===== src/rtl/prog_loader.sv =====
// Byte-stream program loader: parses a count header and 9-bit words into instruction-memory writes.
// Optional LOADER_CHKSUM_EN adds a trailing XOR checksum byte and the error path.
module prog_loader #(
   parameter int D = 12
) (
   input  logic         clk,
   input  logic         reset,
   input  logic         start,
   input  logic         in_valid,
   input  logic [7:0]   in_data,
   output logic         in_ready,
   output logic         wr_en,
   output logic [D-1:0] wr_addr,
   output logic [8:0]   wr_data,
   output logic         cpu_hold,
   output logic         load_done,
   output logic         err
);

   typedef enum logic [2:0] {
      S_HDR_LO,
      S_HDR_HI,
      S_W_LO,
      S_W_HI,
`ifdef LOADER_CHKSUM_EN
      S_CHK,
`endif
      S_DONE,
      S_ERR
   } state_t;

   state_t         state, state_nxt, end_state;
   logic           accept;
   logic [7:0]     lo_byte;
   logic [11:0]    count;
   logic [D-1:0]   addr;
   logic [11:0]    hdr_count;

`ifdef LOADER_CHKSUM_EN
   logic [7:0]     chk;
`endif

   assign hdr_count = {in_data[3:0], lo_byte};

   always_comb begin
      in_ready  = 1'b0;
      cpu_hold  = 1'b1;
      load_done = 1'b0;
      err       = 1'b0;
      state_nxt = state;
`ifdef LOADER_CHKSUM_EN
      end_state = S_CHK;
`else
      end_state = S_DONE;
`endif

      case (state)
         S_HDR_LO, S_HDR_HI, S_W_LO, S_W_HI: in_ready = 1'b1;
`ifdef LOADER_CHKSUM_EN
         S_CHK:  in_ready = 1'b1;
         S_ERR:  err      = 1'b1;
`endif
         S_DONE: begin
            cpu_hold  = 1'b0;
            load_done = 1'b1;
         end
         default: ;
      endcase

      accept = in_valid && in_ready;

      case (state)
         S_HDR_LO: if (accept) state_nxt = S_HDR_HI;
         S_HDR_HI: if (accept) state_nxt = (hdr_count != 12'd0) ? S_W_LO : end_state;
         S_W_LO:   if (accept) state_nxt = S_W_HI;
         S_W_HI:   if (accept) state_nxt = (count != 12'd1) ? S_W_LO : end_state;
`ifdef LOADER_CHKSUM_EN
         S_CHK:    if (accept) state_nxt = (in_data == chk) ? S_DONE : S_ERR;
`endif
         S_DONE, S_ERR: if (start) state_nxt = S_HDR_LO;
         default:  state_nxt = S_HDR_LO;
      endcase
   end

   always_ff @(posedge clk or negedge reset) begin
      if (!reset) state <= S_HDR_LO;
      else        state <= state_nxt;
   end

   always_ff @(posedge clk or negedge reset) begin
      if (!reset) begin
         lo_byte <= '0;
         count   <= '0;
         addr    <= '0;
         wr_en   <= 1'b0;
         wr_addr <= '0;
         wr_data <= '0;
      end else begin
         wr_en <= 1'b0;
         if (accept) begin
            case (state)
               S_HDR_LO: lo_byte <= in_data;
               S_HDR_HI: begin
                  count <= hdr_count;
                  addr  <= '0;
               end
               S_W_LO:   lo_byte <= in_data;
               S_W_HI: begin
                  wr_en   <= 1'b1;
                  wr_addr <= addr;
                  wr_data <= {in_data[0], lo_byte};
                  addr    <= addr + 1'b1;
                  count   <= count - 12'd1;
               end
               default: ;
            endcase
         end
      end
   end

`ifdef LOADER_CHKSUM_EN
   // The checksum byte itself is not folded into the accumulator.
   always_ff @(posedge clk or negedge reset) begin
      if (!reset)
         chk <= '0;
      else if ((state == S_DONE || state == S_ERR) && start)
         chk <= '0;
      else if (accept && state != S_CHK)
         chk <= chk ^ in_data;
   end
`endif

endmodule


===== config.mk =====
export PLATFORM = sky130hd
export DESIGN_NAME = prog_loader
export DESIGN_NICKNAME = d
export VERILOG_FILES = /design/src/rtl/prog_loader.sv
export SDC_FILE = /design/constraint.sdc
export NUM_CORES = 1
export LEC_CHECK = 0
export BUFFER_PORTS_ARGS = -buffer_cell sky130_fd_sc_hd__buf_2
export CORE_UTILIZATION = 55
export CTS_BUF_LIST = sky130_fd_sc_hd__clkbuf_4
export CTS_CLUSTER_DIAMETER = 40
export DETAILED_ROUTE_END_ITERATION = 10
export PLACE_DENSITY = 0.77
export RECOVER_POWER = 50
export REMOVE_ABC_BUFFERS = 1
export SLEW_MARGIN = 15
export SYNTH_ARGS = -nofsm -noshare
export SYNTH_HDL_FRONTEND = slang
export SYNTH_SLANG_ARGS = --single-unit
export TNS_END_PERCENT = 1

===== constraint.sdc =====
create_clock -name clk -period 2.24 [get_ports clk]
set_clock_uncertainty 0.05 [all_clocks]
set_input_delay 0.672 -clock clk [delete_from_list [all_inputs] [get_ports clk]]
set_output_delay 0.672 -clock clk [all_outputs]
set_load 0.01 [all_outputs]

==> results of run 1 <==
cell families after synthesis:
family,Yosys count
XOR/XNOR,3
AND/OR/NAND/NOR,142
flip-flops,57
other,1
AO/OA/AOI/OAI,48
buffers and inverters,22
adder cells (fa/ha/maj),3
multiplexers,12
final timing paths:
check / end / slack (ns) / cells past startpoint
max: load_done / 0.07 / 3
min: wr_addr[10] / 0.42 / 2
max reg2reg: addr[11] / 0.21 / 5
min reg2reg: wr_addr[10] / 0.42 / 2
max in group asynchronous: state[0] / 0.65 / 2
min in group asynchronous: wr_addr[0] / 0.58 / 2
worst max-delay path: stages, from the launching register on:
cell and delay [ns]:
dfrtp_2 0.47, or3_1 0.39, inv_1 0.06, buf_2 0.12
per-stage QoR:
step	instance area (µm²)	util	hold slack [ns]	total power (W)
after CTS	3090	0.659	0.199	0.00366
after global placement	2960	0.631	0.402	0.00286
after detailed placement	2960	0.631	0.408	0.00291
final	3060	0.651	0.425	0.00361
after floorplan	2620	-	0.326	0.00241
after global routing	3060	0.651	0.441	0.00385
layout make-up:
cell class              instances  area [µm²]  share of cell area
flip-flops and latches         57        1430               0.467
multi-input cells             209        1150               0.378
repair buffers                 47         241              0.0790
clock buffers                  10        75.1              0.0246
well taps                      54        67.6              0.0221
clock inverters                 6        58.8              0.0192
inverters                       8        30.0             0.00982
synthesized netlist by cell type, types with 2 or more instances:
library cell	instances	share of area
nand2_1	82	0.11
dfrtp_1	57	0.53
nor2_1	16	0.022
a21oi_1	13	0.024
o21ai_0	12	0.022
inv_1	8	0.011
mux2_2	8	0.034
buf_2	7	0.013
nor3_1	7	0.013
nand4_1	6	0.014
o22ai_1	5	0.012
a2bb2oi_1	4	0.013
clkbuf_1	4	0.0056
mux2i_1	4	0.015
nand3_1	4	0.0075
nor4_1	4	0.0093
or3_1	4	0.0093
and3_1	3	0.0070
and3b_1	3	0.0098
ha_1	3	0.014
xnor2_1	3	0.0098
a31oi_1	2	0.0047
and4_1	2	0.0065
buf_1	2	0.0028
nand2b_1	2	0.0047
nand3b_1	2	0.0056
nand4b_1	2	0.0065
nor2b_1	2	0.0047
o211ai_1	2	0.0056
o22a_1	2	0.0065
registers in the layout, summed over array words and instances, names as in the netlist:
name     cells
state        3
wr_addr     12
lo_byte      8
wr_en        1
wr_data      9
addr        12
count       12
cells in the final DEF, fill, tap and decap left out, types with 3 or more instances in the layout:
master / instances
and3b_1: 3
nand3_1: 4
clkbuf_4: 10
nand2_1: 82
dfrtp_1: 55
a2bb2oi_1: 4
xnor2_1: 3
ha_1: 3
or3_1: 4
nor2_1: 16
buf_4: 5
and3_1: 3
o21ai_0: 12
clkbuf_1: 5
nor4_1: 4
inv_1: 8
mux2_2: 8
mux2i_1: 4
nand4_1: 6
o22ai_1: 5
buf_2: 36
nor3_1: 7
a21oi_1: 13
routing by layer:
metal | track usage | vias to the layer above
met1 | 0.364 | 1080
met5 | 0 | -
met3 | 0.0506 | 15
met2 | 0.405 | 78
li1 | - | 1085
met4 | 0.122 | 0
report_power, final:
group          switching (W)  internal [W]
clock               0.000404      0.000345
sequential          0.000329       0.00136
combinational       0.000656      0.000513
repair_timing:
item | in CTS | in global routing
hold buffers | 0 | 0
resized for setup | 0 | 2
endpoints found under the hold margin | 0 | 0
endpoints found under the setup margin | 0 | 2
==> results.toml, run 1 <==
[global_routing]
grt_max_degree = 58
antenna_found_initial = 0
grt_pass1_vias = 2111
track_usage = 0.264
globalRouteOverflowTotal = 0
grt_pass1_wl_um = 10300

[placement]
place_inst = 375
hpwl_um = 3990
pre_cts_ws_ns = 0.337
io_buffers = 36
place.gp.congestion = 0.865

[logic_synthesis]
synth_compound_area_frac = 0.113
yosys.area_share.simple = 0.246
post_synth_xor_area_fraction = 0.00980
ys_warn_count = 0
ys_ff_latch = 57
syn_inst = 288
yosys_most_used_dff = "dfrtp_1"
ys_types = 43
synth.area.mux_share = 0.0485
synthAdderAreaFrac = 0.0140
avgSynthCellArea_um2 = 9.31
synth_seq_area_share = 0.532
synthArstFlopShare = 1.00
syn_area_um2 = 2680
synth_edf_count = 0
synth_top_family_by_area = "simple AND/OR/NAND/NOR gates"

[timing]
hold_violations = 0
finalSetupViolations = 0
finalCriticalPeriod_ns = 2.17
max_freq_mhz = 462
tightest_slew_ns = 1.36
max_slew_margin = 0.0901
maxSlewViolCount = 0
rsz0062_at_grt = "no"
fin_ws_ns = 0.0736
finalCritPeriodShare = 0.967
setup_tns_ns = 0

[worst_setup_path]
crit_path_end_kind = "primary output"
cp.required_ns = 1.52
arrival_ns = 1.44
rr_startpoint = "state[2]"
cp-start-kind = "flop"
critical_path_class = "flop to primary output"
cp-startpoint = "state[0]"
cp_max_fo = 9

[clocking]
cts_setup_buffers = 0
cts_htree_levels = 3
cts_buffer_depth = 2
clock_latency_ns = 0.41
cts_sinks = 57
cts_tree = "done"
numCtsBuffers = 9
clk_pin_slew_worst_paths_ns = 0.10
clockRootBuffer = "clkbuf_4"

[power_and_ir_drop]
p_leak_nw = 1.54
power_density_nw_per_um2 = 1180
peakVddDrop_uv = 759

[finish]
synthToLayoutAreaGrowth_pct = 14.0
final_nets = 347
diodes = 0
fillers = 404
fin_cells = 391
drive_gt1_frac = 0.199

[routing]
drt_wl_total_um = 5930
top_layer = "met4"
wl_met1_um = 2620
wl_met3_um = 344
drt_iter0_drc = 188
routedWlPerCell_um = 15.2
ant_nets = 0
num_vias = 2258
dr.pass1.iters = 4
drc = 0
avgViaCountPerCell = 5.77
dr_wl_met2_um = 2830

[die]
die_x_um = 71.8
rows = 25
ios = 38
die-height_um = 71.8
die_area_um2 = 5160
core_um2 = 4690
start_util = 0.571

[run_status]
status = "complete, no violations"

[hold_path]
min_from = "wr_addr[10]"
hold_path_class = "flop to flop"

[flow_run]
drv_cap = 0
Power figures use the tool's default switching activity.
==> run 2: changes to the inputs <==
Clock period 2.24 ns to 2.45 ns, I/O delays scaled along.
==> run 2 against run 1 <==
Routed wire length decreased by 2.7%. Sequential share of layout area barely moved. Sequential power fell by 7%. Core utilization is 0.11 points lower. Cell count down 1.0%. First-iteration DRC count fell by 24%. Via count down 1.1%. Combinational power decreased by 12%. Final area decreased by 0.16%. Largest power group unchanged. Highest routed layer unchanged.
==> results.toml, run 2 (same netlist as run 1, synthesis figures left out) <==
[power_and_ir_drop]
power_frac_comb = 0.318
sequentialPowerShare = 0.485
peakVddDrop_uv = 660
p_leak_nw = 1.53
power_switching_w = 0.00122
power.internal_w = 0.00202
switching_share = 0.378
p_clk_frac = 0.197
power_density_nw_per_um2 = 1060
total_power_w = 0.00324

[routing]
top_layer = "met4"
drt_wl_total_um = 5770
wl_met3_um = 375
avgViaCountPerCell = 5.77
dr_wl_met2_um = 2720
drt_iter0_drc = 142
num_vias = 2233
ant_nets = 0
drc = 0
wl_met1_um = 2550
dr.pass1.iters = 5
routedWlPerCell_um = 14.9

[global_routing]
grt_pass1_wl_um = 10100
track_usage = 0.263
grt_pass1_vias = 2157
grt_max_degree = 36
globalRouteOverflowTotal = 0
antenna_found_initial = 0

[die]
ios = 38
die_area_um2 = 5160
start_util = 0.571
die_x_um = 71.8
core_um2 = 4690
rows = 25
die-height_um = 71.8

[timing]
hold_violations = 0
finalCritPeriodShare = 0.920
rsz0062_at_grt = "no"
maxSlewViolCount = 0
max_slew_margin = 0.125
finalCriticalPeriod_ns = 2.25
max_freq_mhz = 444
tightest_slew_ns = 1.31
finalSetupViolations = 0

[finish]
layout_common_cells = "82 x nand2_1, 56 x dfrtp_1, 35 x buf_2, 16 x nor2_1, 13 x a21oi_1"
layout_commonest_cell = "nand2_1"
reg.largest.list = "addr: 12 flops, count: 12 flops, wr_addr: 12 flops"
diodes = 0
final_nets = 344
fin_cells = 387
drive_gt1_frac = 0.183
synthToLayoutAreaGrowth_pct = 13.8

[clocking]
clk_pin_slew_worst_paths_ns = 0.09
numCtsBuffers = 9
cts_htree_levels = 3
cts_sinks = 57
clockRootBuffer = "clkbuf_4"
clock_latency_ns = 0.41
cts_buffer_depth = 2
cts_tree = "done"
cts_hold_buf = 0
cts_setup_buffers = 0

[worst_setup_path]
cp.required_ns = 1.66
ff2ff_setup_slack_ns = 0.34
r2r_cells = 5
critical_path_class = "flop to primary output"
endpoint = "load_done"
reg2reg_to = "addr[11]"
cp-startpoint = "state[1]"
rr_startpoint = "state[2]"
crit_path_end_kind = "primary output"
arrival_ns = 1.47
cp_max_fo = 16
cp-start-kind = "flop"

[flow_run]
drv_cap = 0

[run_status]
status = "complete, no violations"

[placement]
io_buffers = 36
hpwl_um = 4010
place_inst = 372
place.gp.congestion = 0.937

[hold_path]
hold_path_class = "flop to flop"
-- run 2: changes by cell type in the layout (fill, tap and decap cells not counted), sizes merged --
cell,change
clkinvlp,-2
buf,-2
clkinv,+1
clkbuf,-1
-- run 2: worst max-delay path, cell delays in order (launching register included) --
cell and delay (ns):
dfrtp_2 0.52, or3_1 0.39, inv_1 0.05, buf_2 0.12
-- run 2: layout make-up --
type	instances	area, µm²
Timing Repair Buffer	44	249
Clock inverter	5	47.5
Tap cell	54	67.6
Fill cell	405	1640
Sequential cell	57	1430
Inverter	8	30.0
Clock buffer	10	75.1
Multi-Input combinational cell	209	1150
-- run 2: power groups by stage --
stage / Combinational (W) / Sequential [W] / Clock, W
CTS: 0.00106 / 0.00157 / 0.000653
global route: 0.00117 / 0.00162 / 0.000693
global placement: 0.00103 / 0.00157 / 0
detailed placement: 0.00105 / 0.00158 / 0
finish: 0.00103 / 0.00157 / 0.000638
floorplan: 0.000659 / 0.00154 / 0
-- run 2: what timing repair did --
item                                   in CTS  in global routing
endpoints found under the hold margin       0                  0
resized for setup                           0                  1
setup endpoints to repair                   0                  1
-- run 2: metal layers --
layer | up-vias | track usage
met5 | - | 0
met2 | 71 | 0.425
met1 | 1069 | 0.332
met4 | 0 | 0.109
met3 | 12 | 0.0774
li1 | 1081 | -
-- run 2: metrics by stage --
step,util,TNS (ns),setup slack [ns],hold slack (ns),instance area (µm²)
2_1_floorplan,-,-0.116,-0.116,0.389,2620
3_3_place_gp,0.629,0,0.564,0.403,2950
3_5_place_dp,0.629,0,0.527,0.407,2950
4_1_cts,0.655,0,0.107,0.261,3070
5_1_grt,0.650,0,0.0579,0.444,3050
6_report,0.650,0,0.197,0.422,3050
-- run 2: worst min-delay path by stage --
stage,depth (start not counted),endpoint,slack (ns),start
final,2,wr_addr[5],0.42,wr_addr[5]
after global routing,2,wr_addr[10],0.44,wr_addr[10]
after CTS,1,count[11],0.26,reset
after detailed placement,2,wr_addr[11],0.41,wr_addr[11]
after global placement,2,wr_addr[5],0.40,wr_addr[5]
after floorplan,0,addr[0],0.39,reset
